==> src/rtl/snake_pkg.sv <==
// Shared constants for the snake game: direction encodings, PS/2 scan codes
// and the scan parser state type. The game core and renderer use the same
// direction constants.
package snake_pkg;

  localparam logic [1:0] DIR_UP    = 2'b00;
  localparam logic [1:0] DIR_RIGHT = 2'b01;
  localparam logic [1:0] DIR_DOWN  = 2'b11;
  localparam logic [1:0] DIR_LEFT  = 2'b10;

  localparam logic [7:0] SC_UP    = 8'h75;
  localparam logic [7:0] SC_RIGHT = 8'h74;
  localparam logic [7:0] SC_DOWN  = 8'h72;
  localparam logic [7:0] SC_LEFT  = 8'h6B;
  localparam logic [7:0] SC_SPACE = 8'h29;
  localparam logic [7:0] SC_EXT   = 8'hE0;
  localparam logic [7:0] SC_BRK   = 8'hF0;

  typedef enum logic [1:0] {
    PS_IDLE    = 2'd0,
    PS_EXT     = 2'd1,
    PS_BRK     = 2'd2,
    PS_EXT_BRK = 2'd3
  } parse_state_t;

  // Opposite directions differ in both bits, so a reversal is a full inversion.
  function automatic logic is_reversal(input logic [1:0] req, input logic [1:0] ref_dir);
    return req == (ref_dir ^ 2'b11);
  endfunction

endpackage

==> src/rtl/game_tick_gen.sv <==
// Game step timebase: counts 0..TICK_DIV-1 and flags the terminal count.
// 'clear' forces the count to 0, 'hold' freezes it; both suppress the tick.
module game_tick_gen #(
  parameter int TICK_DIV = 5000000
) (
  input  logic CLOCK_50,
  input  logic RESET_N,
  input  logic hold,
  input  logic clear,
  output logic tick
);

  localparam int CW = (TICK_DIV > 2) ? $clog2(TICK_DIV) : 1;
  localparam logic [CW-1:0] CNT_MAX = CW'(TICK_DIV - 1);

  logic [CW-1:0] cnt;

  // Free-running wrap counter with clear taking priority over hold.
  always_ff @(posedge CLOCK_50 or negedge RESET_N) begin
    if (!RESET_N) begin
      cnt <= '0;
    end else if (clear) begin
      cnt <= '0;
    end else if (!hold) begin
      cnt <= (cnt == CNT_MAX) ? '0 : cnt + CW'(1);
    end
  end

  assign tick = (cnt == CNT_MAX) && !hold && !clear;

endmodule

==> src/rtl/snake_input_ctrl.sv <==
// Snake input controller: PS/2 scan-code parser, 2-entry turn queue with
// reversal rejection, and registered direction/step outputs.
// Optional pause on the space key is compiled in with SNAKE_PAUSE_EN.
module snake_input_ctrl
  import snake_pkg::*;
#(
  parameter int TICK_DIV = 5000000
) (
  input  logic       CLOCK_50,
  input  logic       RESET_N,
  input  logic [7:0] ps2_byte,
  input  logic       ps2_byte_valid,
  input  logic       game_over,
  output logic [1:0] dir,
  output logic       step,
  output logic       paused
);

  parse_state_t state_q, state_d;
  logic         make_vld;
  logic         make_plain;
  logic         req_vld;
  logic [1:0]   req_dir;
  logic [1:0]   q0, q1;
  logic [1:0]   q_cnt;
  logic [1:0]   ref_dir;
  logic         push, pop;
  logic         tick;
  logic         hold;

  // Parser state register; a partial prefix is dropped on reset.
  always_ff @(posedge CLOCK_50 or negedge RESET_N) begin
    if (!RESET_N) state_q <= PS_IDLE;
    else          state_q <= state_d;
  end

  // Parser next state: prefixes move forward, any byte ends a break sequence.
  always_comb begin
    state_d = state_q;
    if (ps2_byte_valid) begin
      case (state_q)
        PS_IDLE: begin
          if (ps2_byte == SC_EXT)      state_d = PS_EXT;
          else if (ps2_byte == SC_BRK) state_d = PS_BRK;
        end
        PS_EXT: begin
          if (ps2_byte == SC_BRK)      state_d = PS_EXT_BRK;
          else if (ps2_byte != SC_EXT) state_d = PS_IDLE;
        end
        PS_BRK, PS_EXT_BRK: state_d = PS_IDLE;
      endcase
    end
  end

  // Parser outputs: a make code is any non-prefix byte seen in IDLE or EXT.
  always_comb begin
    make_vld   = 1'b0;
    make_plain = 1'b0;
    if (ps2_byte_valid && ps2_byte != SC_EXT && ps2_byte != SC_BRK) begin
      case (state_q)
        PS_IDLE: begin
          make_vld   = 1'b1;
          make_plain = 1'b1;
        end
        PS_EXT:  make_vld = 1'b1;
        default: ;
      endcase
    end
  end

  // Arrow-key decode; the E0 prefix does not change the meaning.
  always_comb begin
    req_vld = make_vld;
    req_dir = DIR_UP;
    case (ps2_byte)
      SC_UP:    req_dir = DIR_UP;
      SC_RIGHT: req_dir = DIR_RIGHT;
      SC_DOWN:  req_dir = DIR_DOWN;
      SC_LEFT:  req_dir = DIR_LEFT;
      default:  req_vld = 1'b0;
    endcase
  end

  // New turns are checked against the last queued direction, not the live one.
  always_comb begin
    ref_dir = dir;
    if (q_cnt == 2'd2)      ref_dir = q1;
    else if (q_cnt == 2'd1) ref_dir = q0;
  end

  assign push = req_vld && !game_over && (req_dir != ref_dir)
                && !is_reversal(req_dir, ref_dir) && (q_cnt != 2'd2);
  assign pop  = tick && (q_cnt != 2'd0);

  // Turn FIFO; a push coinciding with a pop lands in the freed head slot.
  always_ff @(posedge CLOCK_50 or negedge RESET_N) begin
    if (!RESET_N) begin
      q0    <= DIR_UP;
      q1    <= DIR_UP;
      q_cnt <= 2'd0;
    end else if (game_over) begin
      q_cnt <= 2'd0;
    end else begin
      case ({push, pop})
        2'b10: begin
          if (q_cnt == 2'd0) q0 <= req_dir;
          else               q1 <= req_dir;
          q_cnt <= q_cnt + 2'd1;
        end
        2'b01: begin
          q0    <= q1;
          q_cnt <= q_cnt - 2'd1;
        end
        2'b11: q0 <= req_dir;
        default: ;
      endcase
    end
  end

  // Step strobe and new direction are registered together.
  always_ff @(posedge CLOCK_50 or negedge RESET_N) begin
    if (!RESET_N) begin
      dir  <= DIR_UP;
      step <= 1'b0;
    end else begin
      step <= tick;
      if (pop) dir <= q0;
    end
  end

`ifdef SNAKE_PAUSE_EN
  logic paused_q;
  logic space_make;

  assign space_make = make_plain && (ps2_byte == SC_SPACE);

  // Space toggles pause; game over always forces it off.
  always_ff @(posedge CLOCK_50 or negedge RESET_N) begin
    if (!RESET_N)       paused_q <= 1'b0;
    else if (game_over) paused_q <= 1'b0;
    else if (space_make) paused_q <= !paused_q;
  end

  assign paused = paused_q;
  assign hold   = paused_q;
`else
  logic unused_plain;
  assign unused_plain = make_plain;
  assign paused       = 1'b0;
  assign hold         = 1'b0;
`endif

  game_tick_gen #(
    .TICK_DIV(TICK_DIV)
  ) u_tick (
    .CLOCK_50(CLOCK_50),
    .RESET_N (RESET_N),
    .hold    (hold),
    .clear   (game_over),
    .tick    (tick)
  );

endmodule

==> config.mk <==
export PLATFORM = sky130hd
export DESIGN_NAME = snake_input_ctrl
export DESIGN_NICKNAME = d
export VERILOG_FILES = /design/src/rtl/snake_pkg.sv /design/src/rtl/game_tick_gen.sv /design/src/rtl/snake_input_ctrl.sv
export SDC_FILE = /design/constraint.sdc
export NUM_CORES = 1
export LEC_CHECK = 0
export BUFFER_PORTS_ARGS = -buffer_cell sky130_fd_sc_hd__buf_2
export CORE_AREA = 2 2 58 60
export DETAILED_ROUTE_END_ITERATION = 6
export DIE_AREA = 0 0 60 62
export PLACE_DENSITY = 0.8
export RECOVER_POWER = 50
export SYNTH_ARGS = -nofsm -noshare
export SYNTH_HDL_FRONTEND = slang
export SYNTH_SLANG_ARGS = --single-unit
==> constraint.sdc <==
create_clock -name CLOCK_50 -period 4.15 [get_ports CLOCK_50]
set_input_delay 0.83 -clock CLOCK_50 [delete_from_list [all_inputs] [get_ports CLOCK_50]]
set_output_delay 0.83 -clock CLOCK_50 [all_outputs]
set_load 0.005 [all_outputs]
==> flow_summary_export.csv <==
group,metric,value,unit
run_status,status,"complete, but fails checks",
run_status,violations,"capacitance limit, slew limit",
synth,synth_compound_area_share,4.283,%
cts,clkTransAtPathRegs,0.11,ns
grt,grt_antenna_before_repair,0,
worst_setup_path,endpoint_kind,"register",
routing,drcViolationCount,0,
synth,synth_top_area_share,44.87,%
synth,synth_area,1841,sq um
synth,synth_edf_count,0,
worst_setup_path,path_class,"in2reg",
floorplanning,die_y,62,um
grt,grt_max_degree,34,
routing,wl,3550,um
finish,final_core_util,63.16,%
synth,synthXorXnorAreaFrac,11.69,%
synth,synth_nets,205,
routing,dr.pass1.iters,4,
place,pre_cts_ws,1.228,ns
worst_setup_path,crit_path_cell_trace,"clkbuf_1, and4bb_2, o2bb2ai_1, xnor3_1, nor3_4, mux2_2, a22o_1",
floorplanning,initial_core_util,57.89,%
synth,synthAdderAreaFrac,2.719,%
timing,rsz0062_at_grt,"no",
place,routabilityCongestion,0.8504,
synth,yosysTopAreaCell,"dfrtp_1",
synth,syn_area_per_cell,9.738,sq um
synth,synth_top_family_by_area,"simple AND/OR/NAND/NOR gates",
floorplanning,rows,21,
timing,skew,0.01618,ns
routing,vias_per_cell,5.520,
floorplanning,dieArea,3720,sq um
timing,setup_ws,1.584,ns
synth,ys_ff_latch,33,
worst_setup_path,crit_family,"simple AND/OR/NAND/NOR gates",
cts,clkLatencyLatePin,0.34,ns
finish,postLayoutCellArea,2008,sq um
worst_setup_path,worstPathMaxFanout,10,
routing,routed-via-count,1402,
synth,synth_mux_area_share,4.691,%
timing,finalSetupViolCount,0,
cts,cts-buffers-inserted,5,
timing,fmax,389.7,MHz
worst_setup_path,reg2reg_depth,8,
timing,fin_tns_setup,0,ns
synth,synth-seq-area-share,44.87,%
synth,yosys.area_share.simple,29.03,%
grt,grt_overflow,0,
cts,root_buffer,"clkbuf_4",
cts,cts_num_sinks,33,
floorplanning,chipWidth,60,um
grt,track_usage,21.30,%
place,placed_area,1956,sq um
timing,worst_slew_pin_slew,1.689,ns
finish,nNetsFinal,223,
cts,clockBufferDepth,2,
finish,instances_no_fill,254,
power_and_ir_drop,total_power,535.6,uW
worst_setup_path,cp_slowest_stage_delay,0.45,ns
routing,antenna_left,0,
routing,wire_per_inst,13.98,um
worst_setup_path,start_kind,"input pin",
timing,worst_hold_slack,0.4647,ns
synth,synth_top_flop_cell,"dfrtp_1",
worst_setup_path,critPathBufInv,1,
finish,drive_above_1_share,15.87,%
synth,yosys-top-cells-area,"dfrtp_1 45%, nor2_1 6.3%, xnor2_1 5.7%",
power_and_ir_drop,p_leak,0.8548,nW
worst_setup_path,crit_arrival,2.80,ns
timing,relSlewSlack,-12.62,%
min_path,hold_class,"reg2reg",
run,max-cap-violations,1,
power_and_ir_drop,power_density,266.7,nW/um^2
worst_setup_path,cp_data_required_time,4.39,ns
power_and_ir_drop,peakVddDrop,0.1669,mV
synth,synth_warnings,0,
finish,syn_to_final_growth,9.110,%
place,portBuffers,14,
cts,postCtsResizedCells,0,
timing,period_needed,2.566,ns
cts,post_cts_buffers,0,
floorplanning,io_pins,16,
cts,cts_tree,"built",
finish,diodes,0,
worst_setup_path,slowest_stage,"xnor3_1",
synth,synth_cells,189,
synth,synthArstFlopShare,100.0,%
grt,grt_pass1_wl,5892,um
cts,htreeDepth,2,
floorplanning,design.core.area,3179,sq um
timing,period_share,61.83,%
place,dp_cells,246,
timing,timing.final.hold_violations,0,
worst_setup_path,path_depth,7,
grt,grt_pass1_vias,1344,
cts,ctsHoldBuffers,0,
min_path,hold_depth,1,
place,dp_hpwl,2651,um
synth,ys_types,43,
timing,final_max_slew_viol_count,34,
routing,drt-initial-drc-count,116,
==> routing by layer <==
metal / up-vias / GRT usage [%] / share of wire [%] / wire length [um]
met5: - / 0 / 0 / 0
met1: 661 / 27.12 / 46 / 1636
met3: 5 / 6.211 / 3.9 / 138
met4: 0 / 5.397 / 0.85 / 30
met2: 39 / 35.87 / 49 / 1745
li1: 697 / - / - / -
==> synth_stat cells (2+ instances only) <==
cell type	count
nor2_1	31
and2_1	3
xor2_1	10
nor3_1	4
or4_1	3
nor3b_1	4
nand3_1	11
inv_1	7
nand2_1	12
or2_2	2
nor4_1	4
mux2i_1	3
and3_1	4
mux2_2	5
a21oi_1	3
dfrtp_1	33
clkbuf_1	2
nand4_1	5
xnor2_1	12
o21ai_0	4
a211oi_1	2
ha_1	4
==> layout by cell type, fill, tap and decap left out, types with 4 or more instances in the layout <==
cell type / n
ha_1: 4
nor3_1: 4
nor2_1: 31
xor2_1: 10
nand3_1: 11
buf_2: 12
nand2_1: 12
dfrtp_1: 33
nor3b_1: 4
inv_1: 7
clkbuf_4: 5
o21ai_0: 4
xnor2_1: 12
and3_1: 4
mux2_2: 5
nor4_1: 4
nand4_1: 5
==> cell type report <==
type                            count  area (sq um)
Clock buffer                        5         37.54
Clock inverter                      3         17.52
Fill cell                         268          1171
Inverter                            7         26.28
Multi-Input combinational cell    145         968.4
Sequential cell                    33         825.8
Tap cell                           46         57.56
Timing Repair Buffer               15         75.07
==> worst paths after layout <==
check	end	slack, ns	from
setup / recovery	q_cnt[1]$_DFFE_PN0P_	1.58	ps2_byte[1]
hold / removal	u_tick.cnt[0]$_DFF_PN0_	0.46	u_tick.cnt[0]$_DFF_PN0_
setup reg to reg	q_cnt[1]$_DFFE_PN0P_	1.62	q_cnt[1]$_DFFE_PN0P_
hold reg to reg	u_tick.cnt[0]$_DFF_PN0_	0.46	u_tick.cnt[0]$_DFF_PN0_
max in group asynchronous	u_tick.cnt[0]$_DFF_PN0_	2.25	RESET_N
min in group asynchronous	u_tick.cnt[18]$_DFF_PN0_	0.92	RESET_N
==> power by group <==
part | internal (mW) | switching [mW]
Clock | 0.0638 | 0.111
Combinational | 0.0118 | 0.0213
Sequential | 0.325 | 0.00266
Total | 0.400 | 0.135
==> kinds of logic after synthesis <==
group | after synthesis
AO/OA/AOI/OAI | 13
adder cells (fa/ha/maj) | 4
AND/OR/NAND/NOR | 96
XOR/XNOR | 23
multiplexers | 8
buffers and inverters | 11
other | 1
flip-flops | 33
==> sequential cells by signal (all words and copies together) (netlist names) <==
name and flops:
dir 2, q0 2, q1 2, q_cnt 2, state_q 1, step 1, u_tick.cnt 23
(Power assumes the default switching activity.)
